File: src/rtl/led_frame_scheduler.sv
// LED strip refresh sequencer: bank swap, driver start/finish handshake, latch gap, periodic re-send.
// Optional SEND watchdog is enabled by defining LED_SCHED_WATCHDOG_EN.
module led_frame_scheduler #(
  parameter int unsigned LATCH_CYCLES   = 1000,
  parameter int unsigned REFRESH_CYCLES = 400000,
  parameter int unsigned TIMEOUT_CYCLES = 65535
) (
  input  logic        clk,
  input  logic        reset,
  input  logic        enable,
  input  logic        frame_ready,
  output logic        frame_ack,
  output logic        rd_bank,
  output logic        wr_bank,
  output logic        drv_start,
  input  logic        drv_finish,
  output logic        busy,
  output logic [15:0] frame_count,
  output logic        error
);

  typedef enum logic [1:0] {S_IDLE, S_START, S_SEND, S_LATCH} state_t;

  state_t      r_state;
  logic        r_pending;
  logic        r_refresh_due;
  logic [31:0] r_refresh_cnt;
  logic [31:0] r_latch_cnt;

  logic w_new_frame;
  logic w_refresh_hit;
  logic w_start;
  logic w_timeout;

  // The terminal refresh count counts as due in the same cycle, so restarts are exactly REFRESH_CYCLES apart.
  assign w_new_frame   = r_pending | frame_ready;
  assign w_refresh_hit = (REFRESH_CYCLES != 0) && (r_refresh_cnt == REFRESH_CYCLES - 1);
  assign w_start       = (r_state == S_IDLE) && enable &&
                         (w_new_frame || r_refresh_due || w_refresh_hit);
  assign wr_bank       = ~rd_bank;

  // NOTE: every register below is updated with <= so all of them see pre-edge values of each other.
  always_ff @(posedge clk or posedge reset) begin
    if (reset) begin
      r_refresh_cnt <= '0;
      r_refresh_due <= 1'b1;
    end else if (w_start) begin
      r_refresh_cnt <= '0;
      r_refresh_due <= 1'b0;
    end else if (w_refresh_hit) begin
      r_refresh_due <= 1'b1;
    end else if (REFRESH_CYCLES != 0) begin
      r_refresh_cnt <= r_refresh_cnt + 32'd1;
    end
  end

  always_ff @(posedge clk or posedge reset) begin
    if (reset) begin
      r_state     <= S_IDLE;
      r_pending   <= 1'b0;
      r_latch_cnt <= '0;
      rd_bank     <= 1'b0;
      frame_ack   <= 1'b0;
      drv_start   <= 1'b0;
      busy        <= 1'b0;
      frame_count <= '0;
    end else begin
      frame_ack <= 1'b0;
      drv_start <= 1'b0;

      if (w_start && w_new_frame) r_pending <= 1'b0;
      else if (frame_ready)       r_pending <= 1'b1;

      case (r_state)
        S_IDLE: begin
          if (w_start) begin
            r_state   <= S_START;
            drv_start <= 1'b1;
            busy      <= 1'b1;
            if (w_new_frame) begin
              rd_bank   <= ~rd_bank;
              frame_ack <= 1'b1;
            end
          end
        end
        S_START: r_state <= S_SEND;
        S_SEND: begin
          if (drv_finish) begin
            frame_count <= frame_count + 16'd1;
            r_latch_cnt <= LATCH_CYCLES - 1;
            r_state     <= S_LATCH;
          end else if (w_timeout) begin
            r_latch_cnt <= LATCH_CYCLES - 1;
            r_state     <= S_LATCH;
          end
        end
        S_LATCH: begin
          if (r_latch_cnt == '0) begin
            r_state <= S_IDLE;
            busy    <= 1'b0;
          end else begin
            r_latch_cnt <= r_latch_cnt - 32'd1;
          end
        end
        default: r_state <= S_IDLE;
      endcase
    end
  end

`ifdef LED_SCHED_WATCHDOG_EN
  logic [31:0] r_wd_cnt;
  logic        r_error;

  // Counter is 0 in the first SEND cycle, so the timeout fires after exactly TIMEOUT_CYCLES SEND cycles.
  assign w_timeout = (r_state == S_SEND) && (r_wd_cnt == TIMEOUT_CYCLES - 1);
  assign error     = r_error;

  always_ff @(posedge clk or posedge reset) begin
    if (reset) begin
      r_wd_cnt <= '0;
      r_error  <= 1'b0;
    end else begin
      if (r_state == S_START)     r_wd_cnt <= '0;
      else if (r_state == S_SEND) r_wd_cnt <= r_wd_cnt + 32'd1;
      if (w_timeout && !drv_finish) r_error <= 1'b1;
    end
  end
`else
  // Timeout parameter stays referenced so both builds share one parameter list; this folds to 0.
  assign w_timeout = (TIMEOUT_CYCLES == 0) && 1'b0;
  assign error     = 1'b0;
`endif

endmodule
File: config.mk
export PLATFORM = sky130hd
export DESIGN_NAME = led_frame_scheduler
export DESIGN_NICKNAME = d
export VERILOG_FILES = /design/src/rtl/led_frame_scheduler.sv
export SDC_FILE = /design/constraint.sdc
export NUM_CORES = 1
export LEC_CHECK = 0
export ABC_AREA = 1
export CORE_MARGIN = 10
export CORE_UTILIZATION = 66
export CTS_BUF_LIST = sky130_fd_sc_hd__clkbuf_8
export DETAILED_ROUTE_END_ITERATION = 7
export DONT_BUFFER_PORTS = 1
export PLACE_DENSITY = 0.85
export SLEW_MARGIN = 20
export SYNTH_ARGS = -nofsm -noshare
export SYNTH_HDL_FRONTEND = slang
export SYNTH_SLANG_ARGS = --single-unit
File: constraint.sdc
create_clock -name clk -period 3.2 [get_ports clk]
set_clock_uncertainty 0.2 [all_clocks]
set_input_delay 0.16 -clock clk [delete_from_list [all_inputs] [get_ports clk]]
set_output_delay 0.16 -clock clk [all_outputs]
set_load 0.05 [all_outputs]
* Yosys cells after proc, flatten, opt, wreduce, memory -nomap -nowiden *
Cells that the tools add are included.

word-level totals
  register bits = 88
  bits of input ports = 5
  word-level logic and storage cells = 61

cells by class
  add/subtract/negate cells = 3
  equality and inequality tests = 9
  muxes and demuxes = 21
  bitwise operators = 2
  reduce and logical (&&, ||, !) cells = 16

operators with widths
  kind                                                                     count
  32-bit 2-to-1 mux                                                        4
  32-bit one-hot mux with 2 select lines                                   1
  32-bit by 1-bit adder with 32-bit output, second input constant          1
  32-bit by 19-bit == test with 1-bit output, second input constant        1
  32-bit zero test                                                         1
  32-bit by 1-bit subtractor with 32-bit output, second input constant     1
  16-bit by 1-bit adder with 16-bit output, second input constant          1
  3-bit AND reduction                                                      4
  1-bit 2-to-1 mux                                                         11
  2-bit inequality test, second input constant                             4
  2-bit one-hot mux with 4 select lines                                    1
  2-bit nonzero test                                                       4
  2-bit 2-to-1 mux                                                         3
  2-bit == test, second input constant                                     2
  1-bit logical AND                                                        3
  2-bit by 1-bit == test with 1-bit output, second input constant          1
  2-bit zero test                                                          1
  1-bit logical OR                                                         2
  2-bit by 1-bit inequality test with 1-bit output, second input constant  1
  1-bit one-hot mux with 2 select lines                                    1
  2-bit AND reduction                                                      1
  1-bit inverter                                                           1
  1-bit bitwise OR                                                         1

* Longest topological paths before layout *
Gate-level depths: netlist of run 1.

  depth in word-level cells = 6
  depth in mapped cells = 12
  gate-level depth less buffers = 12

* Worst setup path before layout of run 1 *
OpenSTA, ideal clock, no wires.

  path kind = register -> register
  start = reg frame_count[0]
  end = reg frame_count[14]
  library setup time = 0.082 ns
  arrival time = 1.735 ns
  setup slack = 1.183 ns
  cell stages (with the launch flop) = 9
  buffers on the path = 0
  path through = dfrtp_1 > ha_1 > inv_1 > nor2_1 > nand2_1 > nor3_2 > nand3_1 > nor2_1 > xor2_1

between the ends
  cells in the longest elaborated chain, start to end = 1

ends and longest elaborated chain
  item                                      RTL line  text
  start: declaration                        18        output logic [15:0] frame_count,
  start signal: assignment                  89        frame_count <= frame_count + 16'd1;
  16-bit by 1-bit adder with 16-bit output  89

No other way between the ends.
A chain may end at the register's enable or synchronous reset.

* Worst setup path after layout of run 1 *
  start = reg r_state[1]
  end = reg r_latch_cnt[4]

between the ends
  cells in the longest elaborated chain, start to end = 3

ends and longest elaborated chain
  item                                                                          RTL line  text
  start: declaration                                                            24        state_t r_state;
  start signal: assignment                                                      59        r_state <= S_IDLE;
  start signal: assignment                                                      77        r_state <= S_START;
  start signal: assignment                                                      86        S_START: r_state <= S_SEND;
  2-bit == test                                                                 74        case (r_state)
  2-bit inequality test (no line) / 2-bit nonzero test (equally long branches)  n/a
  3-bit AND reduction (no line)                                                 n/a
  end signal: assignment                                                        90        r_latch_cnt <= LATCH_CYCLES - 1;
  end signal: assignment                                                        93        r_latch_cnt <= LATCH_CYCLES - 1;
  end signal: assignment                                                        102       r_latch_cnt <= r_latch_cnt - 32'd1;
  end: declaration                                                              28        logic [31:0] r_latch_cnt;

Parallel ways exist; a longest one is shown, timed or not.

==> impl_metrics.yaml, run 1 <==
logic_synthesis:
  ys_types: 39
  synth_compound_area_share_pct: 6.591
  avgSynthCellArea_um2: 7.330
  synthMuxAreaShare_pct: 0.4030
  synth_seq_cells: 88
  synth-simple-area-share_pct: 34.85
  ys.flop_type: "dfrtp_1"
  synth_fa_ha_area_share_pct: 1.422
  synth_cells: 720
  ys_seq_area_share_pct: 41.75
  synth_edf_count: 0
  synth_top_family_by_area: "simple AND/OR/NAND/NOR gates"
  synthesis.nets: 731
  yosys-top-cells-area: "dfrtp_1 (41%), nand2_1 (13%), nor2_1 (9.6%)"
  async_reset_ff_share_pct: 100.0
  syn_area_mm2: 0.005278
  synth_warnings: 0
  synth.most_common_cell: "nand2_1"
  synth_area_leader_cell: "dfrtp_1"
  yosys.area_share.xor_xnor_pct: 7.634
  ys_top_cells_by_count: "nand2_1 (187), nor2_1 (135), dfrtp_1 (87)"
  synth_top_area_share_pct: 41.25
clocking:
  cts_tree: "built"
  clk_pin_slew_worst_paths_ps: 90
  clock_sink_count: 88
  clock-root-buffer: "clkbuf_8"
  cts.htree.levels: 3
  cts-buffers-inserted: 9
  clk_path_buf_depth: 2
  cts_setup_buffers: 0
  clock_latency_ps: 380
  cts-resized-gates: 0
drt:
  wl_per_cell_um: 14.27
  ant_nets: 0
  first_iter_violations: 301
  wirelength_mm: 11.92
  drt-vias-per-instance: 5.566
  drt_drc_violations_left: 0
  firstDrtPassIters: 5
  vias: 4648
floorplan:
  ios: 27
  die_w_um: 109.4
  fp.coreArea_mm2: 0.007767
  die_height_um: 109.4
  rows: 32
  start_util_pct: 67.94
  dieArea_mm2: 0.01197
cells_and_area:
  final_core_util_pct: 71.70
  syn_to_final_growth_pct: 5.524
  drive_gt1_share_pct: 8.186
  fin_nets: 739
  final_cells: 835
  diodes: 0
  nFillCells: 638
timing:
  fin_hold_ws_ps: 139.5
  layout_min_cycle_time_ps: 2268
  fmax_ghz: 0.4409
  grt_setup_unrepaired: "false"
  final_hold_viol_count: 0
  tightest_slew_ps: 737.7
  setup_tns_ps: 0
  slew_headroom_pct: 50.76
  setup_violations: 0
  slew_viol_final: 0
  post-route-period-util_pct: 70.88
power:
  p_switching_w: 0.001538
  p_int_w: 0.001886
  power_frac_clock_pct: 21.4
  peakVddDrop_v: 0.0003932
  p_sw_share_pct: 44.92
  pwr-share-comb_pct: 31.3
  cellPowerDensity_mw_per_mm2: 614.8
  power_frac_seq_pct: 47.3
  p_leak_nw: 2.733
placement:
  dp_hpwl_mm: 8.811
  port_buffers: 0
  dp_cells: 814
  gp_congestion: 0.9232
global_routing:
  track_usage_pct: 20.86
  grt_pass1_wl_mm: 20.34
  grt.overflow.total: 0
  grt_max_degree: 43
  grt_pass1_vias: 4465
  antenna_found_initial: 0
worst_setup_path:
  path_class: "register to register"
  ff2ff_setup_slack_ps: 930
  cp_max_fo: 25
  end_kind: "register"
  crit_path_start_kind: "register"
  worstPathArrival_ps: 2370
  cp.required_ps: 3300
hold_path:
  hp-class: "input port to async pin"
run_status:
  outcome: "complete, no violations"
flow_run:
  maxCapViolations: 0
==> per-stage QoR <==
stage	area (µm²)	setup slack, ps	total power (W)
after global placement	5340	1057	0.002632
after detailed placement	5340	944.7	0.002702
after floorplan	5278	563.1	0.002528
after CTS	5569	928.7	0.003443
final	5569	932.0	0.003424
after global routing	5569	728.9	0.003671
==> sequential cells by signal, indices dropped and copies added, names as in the netlist <==
register,count
r_pending,1
frame_count,16
r_refresh_due,1
drv_start,1
busy,1
r_refresh_cnt,32
r_state,2
r_latch_cnt,32
frame_ack,1
rd_bank,1
==> timing repair <==
action | 4_1_cts | 5_1_grt
endpoints found under the hold margin | 54 | 0
hold buffers | 5 | 0
setup endpoints to repair | 0 | 0
==> area by class of cell <==
class	count	area, µm²	area share, %
Multi-Input combinational cell	544	2690	48.30
Sequential cell	88	2203	39.56
Inverter	76	289.0	5.190
Tap cell	102	127.6	2.292
Clock buffer	9	123.9	2.224
Timing Repair Buffer	9	80.08	1.438
Clock inverter	7	55.05	0.9885
==> layer usage <==
metal / GRT usage [%] / vias up / wire, µm
li1: - / 2278 / -
met1: 25.85 / 2173 / 5065
met2: 34.20 / 169 / 5714
met3: 5.266 / 28 / 858
met4: 8.271 / 0 / 276
met5: 0 / - / 0
==> cell usage in the layout (no fill, tap or decap), drive strengths merged, types with 2 or more instances in the layout <==
cell type | netlist | layout
nand2 | 196 | 196
nor2 | 146 | 146
dfrtp | 87 | 87
inv | 76 | 77
nand3 | 41 | 41
o21ai | 39 | 39
xor2 | 35 | 35
nor3 | 24 | 24
a21oi | 19 | 19
xnor2 | 11 | 11
nand4 | 10 | 10
clkbuf | 3 | 9
ha | 6 | 6
dlygate4sd3 | 0 | 5
buf | 9 | 4
clkinv | 0 | 4
o21bai | 3 | 3
and3 | 3 | 3
and2 | 2 | 2
nor4 | 2 | 2
clkinvlp | 0 | 2
==> worst paths after layout <==
kind | endpoint | depth (start not counted) | startpoint
setup reg to reg | r_latch_cnt[4] | 7 | r_state[1]
hold reg to reg | r_refresh_cnt[14] | 1 | r_refresh_cnt[14]
setup / recovery | r_latch_cnt[4] | 7 | r_state[1]
max in group asynchronous | r_latch_cnt[19] | 3 | reset
min in group clk | r_refresh_cnt[14] | 1 | r_refresh_cnt[14]
hold / removal | frame_count[15] | 2 | reset
==> power groups by stage <==
stage          clock network [W]  registers, W  logic [W]
2_1_floorplan                  0       0.00159   0.000934
3_3_place_gp                   0       0.00163    0.00100
3_5_place_dp                   0       0.00164    0.00106
4_1_cts                 0.000746       0.00162    0.00108
5_1_grt                 0.000798       0.00164    0.00123
6_report                0.000733       0.00162    0.00107
==> cells by family (layout without fill, tap and decap cells) <==
logic type | after synthesis | count (layout)
other | 1 | 1
xor gates and xnor gates | 46 | 46
muxes | 2 | 2
DFF | 88 | 88
and+or+nand+nor | 427 | 427
buffers and inverters | 88 | 101
AOI/OAI and AO/OA | 62 | 62
adders and majority gates | 6 | 6
==> critical path, stage by stage, from the launching register on <==
cell,delay [ps]
dfrtp_1,410
ha_1,590
inv_1,140
a21oi_1,200
nand2_2,80
inv_2,360
nand2_1,130
o21ai_2,80
Note: power is estimated with default switching activity, not from simulation.
==> inputs of run 2 (changes only) <==
- CORE_UTILIZATION: 66 -> 60
- PLACE_DENSITY: 0.85 -> 0.82
- clock period: 3.2 -> 2 ns (I/O delays scaled with it)
==> run 2 against run 1 <==
Net effect: sequential power is 50% higher; register-to-register slack worse by 880 ps; cell count is 4.9% higher; hold slack worse by 15 ps; maximum frequency is 16% higher; non-clock buffer count is 35 higher; global-route usage is 0.30 points lower; clock power is 75% higher; largest cell class unchanged; via count is 5.3% higher; highest routed layer unchanged; core utilization is 1.5 points lower; critical path type unchanged; critical path depth is 1 lower.
==> impl_metrics.yaml, run 2 (same netlist as run 1, synthesis figures left out) <==
run_status:
  outcome: "complete, no violations"
floorplan:
  fp.coreArea_mm2: 0.008636
  ios: 27
  dieArea_mm2: 0.01295
  die_w_um: 113.8
  start_util_pct: 61.11
  rows: 34
  die_height_um: 113.8
worst_setup_path:
  reg2reg_from: "r_state[1]"
  worstPathArrival_ps: 1990
  cp_top_family: "buffers and inverters"
  crit_buf_inv: 3
  cp.required_ps: 2040
  end_kind: "register"
  worst-r2r-cell-count: 6
  crit_chain: "inv_1, ha_2, nand2_1, inv_2, nor2_1, dlygate4sd3_1"
  r2r_end: "r_pending"
  path_class: "register to register"
  cp_max_fo: 4
  max_stage_delay_ps: 550
  startpoint: "r_state[1]"
  slowest_stage: "dlygate4sd3_1"
  crit_path_start_kind: "register"
  ff2ff_setup_slack_ps: 50
clocking:
  cts.htree.levels: 3
  clk_pin_slew_worst_paths_ps: 100
  cts-buffers-inserted: 9
  clock_latency_ps: 360
  clock_sink_count: 88
  clock-root-buffer: "clkbuf_8"
  cts_tree: "built"
  clk_path_buf_depth: 2
hold_path:
  hp-class: "input port to async pin"
drt:
  wirelength_mm: 13.11
  wl_per_cell_um: 14.96
  drt_drc_violations_left: 0
  drt-vias-per-instance: 5.587
  firstDrtPassIters: 5
  ant_nets: 0
  first_iter_violations: 356
  vias: 4894
power:
  power_frac_seq_pct: 39.7
  pwr-share-comb_pct: 39.4
  p_leak_nw: 2.961
  p_sw_share_pct: 43.76
  cellPowerDensity_mw_per_mm2: 1012
  peakVddDrop_v: 0.0006747
  power_frac_clock_pct: 20.9
  p_switching_w: 0.002683
  p_int_w: 0.003447
timing:
  layout_min_cycle_time_ps: 1952
  setup_violations: 0
  slew_headroom_pct: 64.95
  final_hold_viol_count: 0
  slew_viol_final: 0
  grt_setup_unrepaired: "true"
  post-route-period-util_pct: 97.60
  tightest_slew_ps: 525.7
  fin_ws_ps: 48.09
  fmax_ghz: 0.5123
placement:
  dp_hpwl_mm: 9.250
  port_buffers: 0
  pre_cts_slack_ps: -125.7
  gp_congestion: 0.9681
global_routing:
  grt.overflow.total: 0
  grt_pass1_wl_mm: 22.26
  grt_max_degree: 59
  antenna_found_initial: 0
  track_usage_pct: 20.55
  grt_pass1_vias: 4704
cells_and_area:
  final_core_util_pct: 70.15
  drive_gt1_share_pct: 15.89
  syn_to_final_growth_pct: 14.79
  reg_top3: "r_latch_cnt (32), r_refresh_cnt (32), frame_count (16)"
  diodes: 0
  mostFrequentLayoutCell: "nand2_1"
  fin_nets: 774
  layout_common_cells: "nand2_1 (184), nor2_1 (123), dfrtp_1 (85), inv_1 (69), nand3_1 (36)"
  nFillCells: 694
flow_run:
  maxCapViolations: 0
run 2: cell types whose count changed in the layout (fill, tap and decap cells not counted), sizes merged:
cell         before  now
clkinvlp          2    3
buf               4   37
bufinv            0    1
clkbuf            9   10
clkinv            4    2
dlygate4sd3       5    6
run 2: worst register-to-register path: stages, from the launching register on:
cell and delay (ps):
dfrtp_1 440, inv_1 80, ha_2 250, nand2_1 130
inv_2 140, nor2_1 50, dlygate4sd3_1 550
run 2: power groups by stage:
stage,registers [W],logic [W],clock network (W)
2_1_floorplan,0.00255,0.00149,0
3_3_place_gp,0.00243,0.00200,0
3_5_place_dp,0.00245,0.00206,0
4_1_cts,0.00242,0.00213,0.00130
5_1_grt,0.00247,0.00269,0.00137
6_report,0.00243,0.00241,0.00128
run 2: worst max path at each step:
stage	endpoint	slack, ps	cells past startpoint
6_report	r_pending	50	6
3_3_place_gp	frame_count[14]	70	9
3_5_place_dp	frame_count[14]	-130	9
2_1_floorplan	r_latch_cnt[1]	140	12
5_1_grt	r_pending	-60	6
4_1_cts	frame_count[14]	-10	9
run 2: cell type report:
cell class	instances	area [µm²]	share of cell area (%)
inverters	76	299.0	4.936
clock buffers	9	123.9	2.045
multi-input cells	544	2828	46.67
flip-flops and latches	88	2206	36.41
clock inverters	7	78.83	1.301
repair buffers	44	387.9	6.402
well taps	108	135.1	2.230
run 2: per-layer routing:
layer	share of wire, %	global-route usage [%]	up-vias
li1	-	-	2355
met1	44	26.70	2361
met2	48	33.26	146
met3	5.1	3.727	32
met4	2.1	8.187	0
met5	0	0	-
run 2: through the flow:
stage / TNS, ps / cell area (µm²) / hold WS [ps] / power, W / cells
global route: -276.1 / 6058 / 151.4 / 0.006532 / 876
detailed placement: -130.8 / 5588 / -258.6 / 0.004508 / 848
global placement: 0 / 5588 / -267.3 / 0.004430 / 848
floorplan: 0 / 5284 / 49.33 / 0.004050 / 720
CTS: -12.92 / 5886 / -134.5 / 0.005849 / 872
finish: 0 / 6058 / 124.1 / 0.006130 / 876
run 2: repair_timing:
| action | CTS | global route |
|---|---|---|
| cloned | 0 | 1 |
| setup endpoints to repair | 10 | 62 |
| endpoints found under the hold margin | 118 | 10 |
| pin swaps | 2 | 5 |
| gates resized for setup | 7 | 34 |
| hold buffers | 6 | 1 |
| setup buffers | 2 | 3 |
==> inputs of run 3 (changes only) <==
- ABC_AREA: 1 -> not set
- CORE_UTILIZATION: 60 -> 59
- PLACE_DENSITY: 0.82 -> 0.81
==> run 3 against run 2 <==
Net effect: critical path depth increased by 2; critical path type unchanged; total power increased by 14%; sequential share of layout area decreased by 2.4 points; clock power about the same; the flow now finishes with violations (setup timing); sequential power about the same.
==> impl_metrics.yaml, run 3 <==
flow_run:
  maxCapViolations: 0
global_routing:
  antenna_found_initial: 0
  grt.overflow.total: 0
  grt_pass1_vias: 4408
  grt_max_degree: 64
  track_usage_pct: 25.07
  grt_pass1_wl_mm: 22.83
worst_setup_path:
  cp_max_fo: 4
  ff2ff_setup_slack_ps: -790
  r2r_end: "r_latch_cnt[13]"
  worst-r2r-cell-count: 8
  worstPathArrival_ps: 2830
  cpMostUsedCell: "or4_4"
  critical_path.endpoint: "r_latch_cnt[13]"
  cp.required_ps: 2040
  slowest_stage: "or4_4"
  path_class: "register to register"
  startpoint: "r_latch_cnt[8]"
  max_stage_delay_ps: 570
  crit_path_start_kind: "register"
  end_kind: "register"
  reg2reg_from: "r_latch_cnt[8]"
  crit_chain: "or4_4, nand4bb_4, buf_4, or4_4, buf_6, and3_1, xnor2_1, nor2_1"
drt:
  drt-vias-per-instance: 6.783
  wirelength_mm: 17.98
  first_iter_violations: 686
  vias: 4884
  wl_per_cell_um: 24.97
  ant_nets: 0
  drt_drc_violations_left: 0
  firstDrtPassIters: 8
logic_synthesis:
  syn_area_mm2: 0.004364
  synth.most_common_cell: "dfrtp_1"
  synthesis.nets: 464
  async_reset_ff_share_pct: 100.0
  yosys-top-cells-area: "dfrtp_1 (50%), xnor2_1 (7.0%), nor2_1 (6.0%)"
  synth_edf_count: 0
  ys.flop_type: "dfrtp_1"
  avgSynthCellArea_um2: 9.634
  synth_seq_cells: 88
  synth_area_leader_cell: "dfrtp_1"
  ys_top_cells_by_count: "dfrtp_1 (87), nor2_1 (70), xnor2_1 (35)"
  synth_top_area_share_pct: 49.89
  synth_cells: 453
  ys_seq_area_share_pct: 50.49
  ys_types: 41
  synth_warnings: 0
floorplan:
  die_w_um: 106.0
  die_height_um: 106.0
  dieArea_mm2: 0.01124
  ios: 27
  rows: 31
  fp.coreArea_mm2: 0.007214
  start_util_pct: 60.49
timing:
  fin_hold_ws_ps: 82.24
  final_hold_viol_count: 0
  post-route-period-util_pct: 139.5
  tightest_slew_ps: 588.2
  fin_ws_ps: -789.5
  setup_violations: 72
  fmax_ghz: 0.3585
  layout_min_cycle_time_ps: 2789
  slew_headroom_pct: 60.79
  grt_setup_unrepaired: "true"
  slew_viol_final: 0
clocking:
  clock_sink_count: 88
  clk_pin_slew_worst_paths_ps: 90
  cts-buffers-inserted: 9
  clk_path_buf_depth: 2
  cts_tree: "built"
  cts.htree.levels: 3
  clock-root-buffer: "clkbuf_8"
  clock_latency_ps: 380
run_status:
  violations: "setup timing"
  outcome: "finished, violations left"
placement:
  gp_congestion: 0.9567
  pre_cts_slack_ps: -711.8
  dp_hpwl_mm: 7.940
  port_buffers: 0
  postPlaceCellArea_mm2: 0.005505
hold_path:
  hp-class: "input port to async pin"
power:
  cellPowerDensity_mw_per_mm2: 1078
  p_leak_nw: 2.820
  peakVddDrop_v: 0.0006818
  p_total_w: 0.006983
cells_and_area:
  syn_to_final_growth_pct: 48.48
  reg_top3: "r_latch_cnt (32), r_refresh_cnt (32), frame_count (16)"
  nFillCells: 275
  final_core_util_pct: 89.82
  mostFrequentLayoutCell: "buf_4"
  layout_common_cells: "buf_4 (137), dfrtp_1 (87), nor2_1 (48), xnor2_1 (34)"
  fin_nets: 627
  final_area_mm2: 0.006480
  diodes: 0
  drive_gt1_share_pct: 43.16
-- run 3: where the power goes --
group	switching (W)	leakage (nW)	internal, W	total, W
Combinational	0.00183	1.57	0.00142	0.00324
Clock	0.000687	0.101	0.000606	0.00129
Sequential	0.000363	1.15	0.00208	0.00245
-- run 3: routing by layer --
metal	GRT usage [%]	vias to the layer above	wire length, µm
met5	0	-	0
met2	42.09	467	8188
li1	-	1898	-
met1	30.43	2351	6450
met3	4.952	168	1960
met4	11.61	0	1381
-- run 3: worst max-delay path, delay by kind of cell, from the launching register on --
| family | cells | cell delay [ps] |
|---|---|---|
| and+or+nand+nor | 5 | 1570 |
| DFF | 1 | 390 |
| buffers and inverters | 2 | 330 |
| xor gates and xnor gates | 1 | 170 |
-- run 3: layout make-up --
type                    count  area, µm²  area share (%)
clock buffers              10      137.6           2.124
clock inverters             6      61.31          0.9461
inverters                  12      48.80          0.7530
multi-input cells         337       2469           38.10
flip-flops and latches     88       2203           34.00
well taps                  99      123.9           1.912
repair buffers            168       1436           22.17
-- run 3: logic make-up (layout without fill, tap and decap cells) --
logic type / after synthesis / after routing / share of synthesized area, %
other: 1 / 1 / 0.08593
XOR/XNOR: 64 / 64 / 12.84
adder cells (fa/ha/maj): 6 / 6 / 1.720
AND/OR/NAND/NOR: 227 / 227 / 26.66
AO/OA/AOI/OAI: 36 / 36 / 4.759
multiplexers: 3 / 3 / 0.7740
flip-flops: 88 / 88 / 50.49
buffers and inverters: 28 / 196 / 2.666
-- run 3: worst min-delay path by stage --
stage | cells past startpoint | to | from | slack [ps]
after floorplan | 1 | r_pending | enable | -9
after global placement | 2 | frame_ack | reset | -110
after detailed placement | 2 | r_refresh_cnt[19] | reset | -100
after CTS | 4 | r_latch_cnt[1] | drv_finish | 50
after global routing | 4 | r_latch_cnt[1] | drv_finish | 100
final | 3 | r_latch_cnt[0] | reset | 80
-- run 3: per-stage QoR --
stage	std cells	TNS, ps
3_5_place_dp	670	-35400
5_1_grt	720	-50070
4_1_cts	703	-37670
3_3_place_gp	670	-30060
6_report	720	-46690
2_1_floorplan	453	-30100
-- run 3: what timing repair did --
action                                  CTS  global route
endpoints found under the hold margin   108             0
pin swaps                                15            49
endpoints found under the setup margin   69            79
hold buffers                              5             0
cloned                                    2             1
resized for setup                        32            85
setup buffers                            10            18
